### config.mk
export PLATFORM = sky130hd
export DESIGN_NAME = sudoku_wb_master
export DESIGN_NICKNAME = d
export VERILOG_FILES = /design/src/rtl/sudoku_wb_pkg.sv /design/src/rtl/sudoku_wb_master.sv
export SDC_FILE = /design/constraint.sdc
export NUM_CORES = 1
export LEC_CHECK = 0
export BUFFER_PORTS_ARGS = -buffer_cell sky130_fd_sc_hd__buf_2
export CAP_MARGIN = 20
export CORE_MARGIN = 1
export CORE_UTILIZATION = 35
export CTS_CLUSTER_SIZE = 10
export DETAILED_ROUTE_END_ITERATION = 6
export GPL_ROUTABILITY_DRIVEN = 1
export PLACE_DENSITY_LB_ADDON = 0.05
export SYNTH_ARGS = -nofsm -noshare
export SYNTH_HDL_FRONTEND = slang
export SYNTH_SLANG_ARGS = --single-unit
### constraint.sdc
create_clock -name wb_clk_i -period 3.8 [get_ports wb_clk_i]
set_input_delay 0.19 -clock wb_clk_i [delete_from_list [all_inputs] [get_ports wb_clk_i]]
set_output_delay 0.19 -clock wb_clk_i [all_outputs]
set_load 0.01 [all_outputs]
### src/rtl/sudoku_wb_pkg.sv
// rtl/sudoku_wb_pkg.sv - shared types and constants for the sudoku accelerator Wishbone initiator
package sudoku_wb_pkg;

  typedef enum logic [1:0] {
    ST_IDLE = 2'd0,
    ST_BUS  = 2'd1,
    ST_RESP = 2'd2
  } wb_state_e;

  localparam int DEFAULT_ADR_W = 32;
  localparam int DEFAULT_DAT_W = 32;

  // Accelerator register map as seen by the self-test sequencer (byte offsets)
  localparam logic [31:0] SUDOKU_REG_CTRL      = 32'h0000_0000;
  localparam logic [31:0] SUDOKU_REG_STATUS    = 32'h0000_0004;
  localparam logic [31:0] SUDOKU_REG_CYCLES    = 32'h0000_0010;
  localparam logic [31:0] SUDOKU_REG_GRID_BASE = 32'h0000_0100;
  localparam logic [31:0] SUDOKU_REG_SOLN_BASE = 32'h0000_0200;

endpackage

### src/rtl/sudoku_wb_master.sv
// rtl/sudoku_wb_master.sv - single-request Wishbone classic initiator with stb timeout
module sudoku_wb_master
  import sudoku_wb_pkg::*;
#(
  parameter int TIMEOUT_CYCLES = 255,
  parameter int ADR_W          = DEFAULT_ADR_W,
  parameter int DAT_W          = DEFAULT_DAT_W
) (
  input  logic               wb_clk_i,
  input  logic               wb_rst_i,
  input  logic               req_valid,
  output logic               req_ready,
  input  logic               req_we,
  input  logic [ADR_W-1:0]   req_adr,
  input  logic [DAT_W-1:0]   req_dat,
  input  logic [DAT_W/8-1:0] req_sel,
  output logic               rsp_valid,
  input  logic               rsp_ready,
  output logic [DAT_W-1:0]   rsp_dat,
  output logic               rsp_err,
  output logic               busy,
  output logic               wb_cyc_o,
  output logic               wb_stb_o,
  output logic               wb_we_o,
  output logic [ADR_W-1:0]   wb_adr_o,
  output logic [DAT_W-1:0]   wb_dat_o,
  output logic [DAT_W/8-1:0] wb_sel_o,
  input  logic               wb_ack_i,
  input  logic [DAT_W-1:0]   wb_dat_i
);

  localparam bit TMO_EN = (TIMEOUT_CYCLES > 0);
  localparam int CNT_W  = TMO_EN ? (($clog2(TIMEOUT_CYCLES + 1) > 0) ? $clog2(TIMEOUT_CYCLES + 1) : 1) : 1;
  localparam logic [CNT_W-1:0] CNT_LAST = TMO_EN ? CNT_W'(TIMEOUT_CYCLES - 1) : '0;

  wb_state_e        state;
  wb_state_e        state_nxt;
  logic [CNT_W-1:0] tmo_cnt;
  logic             accept;
  logic             ack_hit;
  logic             timeout_hit;
  logic             rsp_fire;

  assign accept      = (state == ST_IDLE) && req_valid;
  assign ack_hit     = (state == ST_BUS) && wb_ack_i;
  // Ack sampled on the expiry cycle takes priority over the abort
  assign timeout_hit = TMO_EN && (state == ST_BUS) && !wb_ack_i && (tmo_cnt == CNT_LAST);
  assign rsp_fire    = (state == ST_RESP) && rsp_ready;

  always_ff @(posedge wb_clk_i) begin
    if (wb_rst_i) begin
      state <= ST_IDLE;
    end else begin
      state <= state_nxt;
    end
  end

  always_comb begin
    state_nxt = state;
    case (state)
      ST_IDLE: if (accept) state_nxt = ST_BUS;
      ST_BUS:  if (ack_hit || timeout_hit) state_nxt = ST_RESP;
      ST_RESP: if (rsp_fire) state_nxt = ST_IDLE;
      default: state_nxt = ST_IDLE;
    endcase
  end

  always_comb begin
    req_ready = (state == ST_IDLE);
    busy      = (state != ST_IDLE);
  end

  always_ff @(posedge wb_clk_i) begin
    if (wb_rst_i) begin
      wb_cyc_o  <= 1'b0;
      wb_stb_o  <= 1'b0;
      wb_we_o   <= 1'b0;
      wb_adr_o  <= '0;
      wb_dat_o  <= '0;
      wb_sel_o  <= '0;
      rsp_valid <= 1'b0;
      rsp_dat   <= '0;
      rsp_err   <= 1'b0;
      tmo_cnt   <= '0;
    end else begin
      if (accept) begin
        wb_cyc_o <= 1'b1;
        wb_stb_o <= 1'b1;
        wb_we_o  <= req_we;
        wb_adr_o <= req_adr;
        wb_dat_o <= req_dat;
        wb_sel_o <= req_sel;
        tmo_cnt  <= '0;
      end
      if (state == ST_BUS) begin
        if (tmo_cnt != '1) tmo_cnt <= tmo_cnt + 1'b1;
        if (ack_hit || timeout_hit) begin
          wb_cyc_o  <= 1'b0;
          wb_stb_o  <= 1'b0;
          rsp_valid <= 1'b1;
          rsp_err   <= timeout_hit;
          rsp_dat   <= (ack_hit && !wb_we_o) ? wb_dat_i : '0;
        end
      end
      if (rsp_fire) rsp_valid <= 1'b0;
    end
  end

endmodule

## Word level (Yosys, flattened, before mapping)

Index checks and enable logic that the tools add are counted.

| word-level totals | value |
|---|---|
| memories | 0 |
| latch bits | 0 |
| input bits | 106 |
| memory bits (read-only) | 0 |
| register bits | 115 |
| output and inout port bits | 107 |
| memory bits (writable) | 0 |

| operators by class | value |
|---|---|
| multiply operators | 0 |
| add/subtract/negate cells | 1 |
| equality and inequality tests | 7 |
| magnitude comparators | 0 |
| bitwise operators | 0 |
| muxes and demuxes | 14 |
| reduce and logical (&&, ||, !) cells | 14 |
| shifts and indexed selects | 0 |
| div/mod/pow operators | 0 |

Operator list:

| cell | count |
|---|---|
| $mux W32 | 1 |
| $mux W8 | 3 |
| $add A8 B1 Y8 const B | 1 |
| $eq A8 B8 Y1 const B | 1 |
| $ne A8 B8 Y1 const B | 1 |
| $logic_and A1 B1 Y1 | 6 |
| $mux W1 | 6 |
| $mux W2 | 3 |
| $pmux W2 S3 | 1 |
| $ne A2 B1 Y1 const B | 2 |
| $reduce_and A3 Y1 | 1 |
| $eq A2 B1 Y1 const B | 1 |
| $eq A2 B2 Y1 const B | 1 |
| $logic_not A1 Y1 | 2 |
| $logic_not A2 Y1 | 1 |
| $ne A2 B2 Y1 const B | 1 |
| $reduce_and A2 Y1 | 1 |
| $reduce_bool A2 Y1 | 1 |
| $reduce_or A2 Y1 | 1 |
| $logic_or A1 B1 Y1 | 1 |

## Longest topological paths before layout

| depth | value |
|---|---|
| depth in word-level cells | 6 |
| depth in mapped cells | 7 |

## Least setup slack after synthesis

Ideal clock, no wire load.

| timing | value |
|---|---|
| path kind | reg-to-reg |
| start point | register tmo_cnt[0] |
| end point | register tmo_cnt[5] |
| stages on the path, launching flop included | 6 |
| setup time | 0.083 ns |
| required time | 3.717 ns |
| setup slack | 2.388 ns |
| data arrival time | 1.330 ns |
| cells stage by stage | dfxtp_1 > ha_1 > nand3_1 > o21ai_4 > or4_1 > o221ai_1 |

| between the ends | value |
|---|---|
| longest elaborated chain between the ends | 3 |
| elaborated cells on any way between the ends | 4 |
| classes of those cells | add/sub: 1; eq/ne: 1; mux: 2 |

RTL lines:

| element | RTL line | text |
|---|---|---|
| start, declared | sudoku_wb_master.sv:38 | `logic [CNT_W-1:0] tmo_cnt;` |
| start signal, assigned | sudoku_wb_master.sv:96 | `if (tmo_cnt != '1) tmo_cnt <= tmo_cnt + 1'b1;` |
| $add A8 B1 Y8 / $ne A8 B8 Y1 (equally long branches) | sudoku_wb_master.sv:96 |  |
| $mux W8 (*) | sudoku_wb_master.sv:96 |  |
| $mux W8 (*) | sudoku_wb_master.sv:95 | `if (state == ST_BUS) begin` |

Every way passes the cells marked *; elsewhere a longest branch is shown, timed or not.
A chain may end at the register's enable or synchronous reset.

## Final worst setup path

| timing | value |
|---|---|
| start point | register state[1] |
| end point | register wb_dat_o[22] |

| between the ends | value |
|---|---|
| longest elaborated chain between the ends | 2 |

RTL lines:

| element | RTL line | text |
|---|---|---|
| start, declared | sudoku_wb_master.sv:36 | `wb_state_e state;` |
| start signal, assigned | sudoku_wb_master.sv:54 | `state <= state_nxt;` |
| $logic_not A2 Y1 | sudoku_wb_master.sv:44 | `assign accept = (state == ST_IDLE) && req_valid;` |
| $logic_and A1 B1 Y1 | sudoku_wb_master.sv:44 |  |
| end signal, assigned | sudoku_wb_master.sv:91 | `wb_dat_o <= req_dat;` |
| end, declared | sudoku_wb_master.sv:26 | `output logic [DAT_W-1:0] wb_dat_o,` |

Every way passes these cells.

==> impl_metrics.ini <==
[global_route]
first_pass_grt_wire_length_um = 16530
maximum_number_of_pins_on_one_net_before_global_route_repair = 67
gr-total-overflow = 0
global_route_total_usage_across_every_layer_pct = 17.98
antenna_violations_before_repair = 0
number_of_global_route_vias_before_repair = 3635

[sta]
hold_viol_final = 0
drv_slew = 0
report.final.setup_viol = 0
hold-worst-slack_ns = 0.01913
clock_skew_ns = 0.002917
unrepaired_setup_endpoints_after_global_routing = false
slew_headroom_pct = 36.22
setup_tns_ns = 0
worst-slew-pin-transition_ns = 0.9534
min_period_ns = 2.087
layout_worst_path_cycle_share_pct = 54.93
layout_setup_ws_ns = 1.713
maxClockFrequency_ghz = 0.4791

[finish]
postLayoutCellArea_mm2 = 0.006287
ff_latch_area_mm2 = 0.002302
mostFrequentLayoutCell = buf_2
finish.cell_count_without_fillers = 852
fin_nets = 804
antenna_cells_inserted = 0
drive_above_1_share_pct = 36.81
areaGrowthSynthToFinish_pct = 54.47
layout_common_cells = buf_2 (212), nand2_1 (145), dfxtp_1 (115), a21oi_1 (74), dlygate4sd3_1 (43)
area_of_the_multi_input_gates_mm2 = 0.001607
final.fill_count = 1092

[clock_network]
post_cts_buffers = 0
tritoncts_buffers = 17
clock_root_cell = clkbuf_16
clkSinkCount = 115
tritoncts = built
clkTransAtPathRegs_ns = 0.05
cts-htree-levels = 4
cts-root-to-sink-buffers = 2
clock_latency_ns = 0.40

[run]
max_cap_violations = 0

[placement]
placed_cells_incl_taps = 776
placement.cell_area_mm2 = 0.005182
dp_hpwl_um = 6829
dpl_worst_slack_ns = 1.524
final_weighted_congestion_in_routability_driven_placement = 0.7067
port_buffers = 212

[hold_path]
worst_hold_path_type = primary input to register
holdPathStages = 3

[die]
ioPinCount = 213
start_util_pct = 35.80
row_count = 39
placeable_core_area_mm2 = 0.01137
dieArea_mm2 = 0.01206
die_y_um = 109.8
chipWidth_um = 109.8

[synthesis]
synthArstFlopShare_pct = 0
synth_cell_type_count = 38
synth-edff-count = 0
synthCells = 449
mappedNetlistArea_mm2 = 0.004070
netlist.top_cell.by_area = dfxtp_1
ys_ff_latch = 115
synth.top_cell.area_share_pct = 56.56
yosys-top-cells-area = dfxtp_1 (57%), nand2_1 (13%), a21oi_1 (9.1%), a22o_1 (6.9%), buf_2 (1.8%)
postSynthNetCount = 557
seq_total_area_yosys_pct = 56.56
post_synth.cell_area_avg_um2 = 9.065
synth_ff_type = dfxtp_1
synth_warnings = 0

[routing]
detail-route-antenna-nets = 0
initialDrtViolationCount = 157
wl_per_cell_um = 12.65
detail_route.wirelength_um = 10780
drt_drc_violations_left = 0
dr_total_vias = 3948
drt_first_pass_iters = 4
drt-vias-per-instance = 4.634

[outcome]
status = complete, no violations

[worst_setup_path]
crit_arrival_ns = 2.42
crit_path_start_kind = register
worst-r2r-cell-count = 5
required_ns = 4.13
critical_path.max_fanout = 38
crit_path_end_kind = register
worstSetupPathType = register to register

[pwr]
vdd.ir_drop.worst_v = 0.0003426
cellLeakagePower_uw = 0.002930
power.density_mw_per_mm2 = 564.4
sequential cells by signal (all words and copies together), names as in the netlist:
register and cells:
rsp_err 1, wb_dat_o 32, state 2, wb_adr_o 32
wb_stb_o 1, tmo_cnt 8, rsp_dat 32, wb_cyc_o 1
wb_sel_o 4, rsp_valid 1, wb_we_o 1
kinds of logic after synthesis:
family                   synth area share, %
AO/OA/AOI/OAI                          20.29
adder cells (fa/ha/maj)               0.6147
buffers and inverters                  4.150
flip-flops                             56.56
AND/OR/NAND/NOR                        18.38
Yosys cell counts (2+ instances only):
library cell  count
a21oi_1          74
a22o_1           32
a311oi_1          2
a311oi_2          2
buf_1             3
buf_2            15
buf_6             3
clkbuf_1         10
dfxtp_1         115
ha_1              2
inv_1             3
nand2_1         145
nand2_2           2
nand2b_1          7
nand3_1           4
nor2_1            2
nor3_1            2
o21a_1            2
o221ai_1          3
or4_1             3
layout make-up:
class	instances	area share (%)
Clock buffer	17	6.766
Clock inverter	15	3.781
Inverter	3	0.1791
Multi-Input combinational cell	300	25.55
Sequential cell	115	36.62
Tap cell	143	2.846
Timing Repair Buffer	259	24.26
metal layers:
metal | share of wire, % | vias up | GRT usage [%]
met3 | 7.0 | 13 | 6.165
li1 | - | 2030 | -
met5 | 0 | - | 0
met4 | 1.4 | 0 | 8.857
met1 | 44 | 1773 | 20.45
met2 | 48 | 132 | 29.96
power by group:
| group | switching, uW | leakage, uW | internal, uW |
|---|---|---|---|
| combinational | 247 | 0.00168 | 191 |
| sequential | 41.4 | 0.000940 | 1290 |
| clock | 555 | 0.000311 | 1220 |
worst max-delay path, stage by stage, from the launching register on:
cell and delay, ns:
dfxtp_1 0.36, nor2_2 0.24, and2_2 0.68, buf_4 0.46
nand2_1 0.10, a21oi_1 0.14
worst paths after layout:
path | to | from | slack (ns)
max | wb_dat_o[22] | state[1] | 1.71
min | wb_sel_o[2] | req_sel[2] | 0.02
max reg2reg | wb_dat_o[22] | state[1] | 1.71
min reg2reg | wb_dat_o[27] | wb_dat_o[27] | 0.45
metrics by stage:
step | utilization, % | power [uW]
floorplan | - | 1593
global placement | 45.58 | 1756
detailed placement | 45.58 | 1765
CTS | 55.20 | 3600
global route | 55.30 | 3699
finish | 55.30 | 3548
what timing repair did:
item,CTS,global route
hold buffers,43,0
endpoints found under the hold margin,43,0
gates resized for setup,0,0
Note: power is estimated with default switching activity, not from simulation.
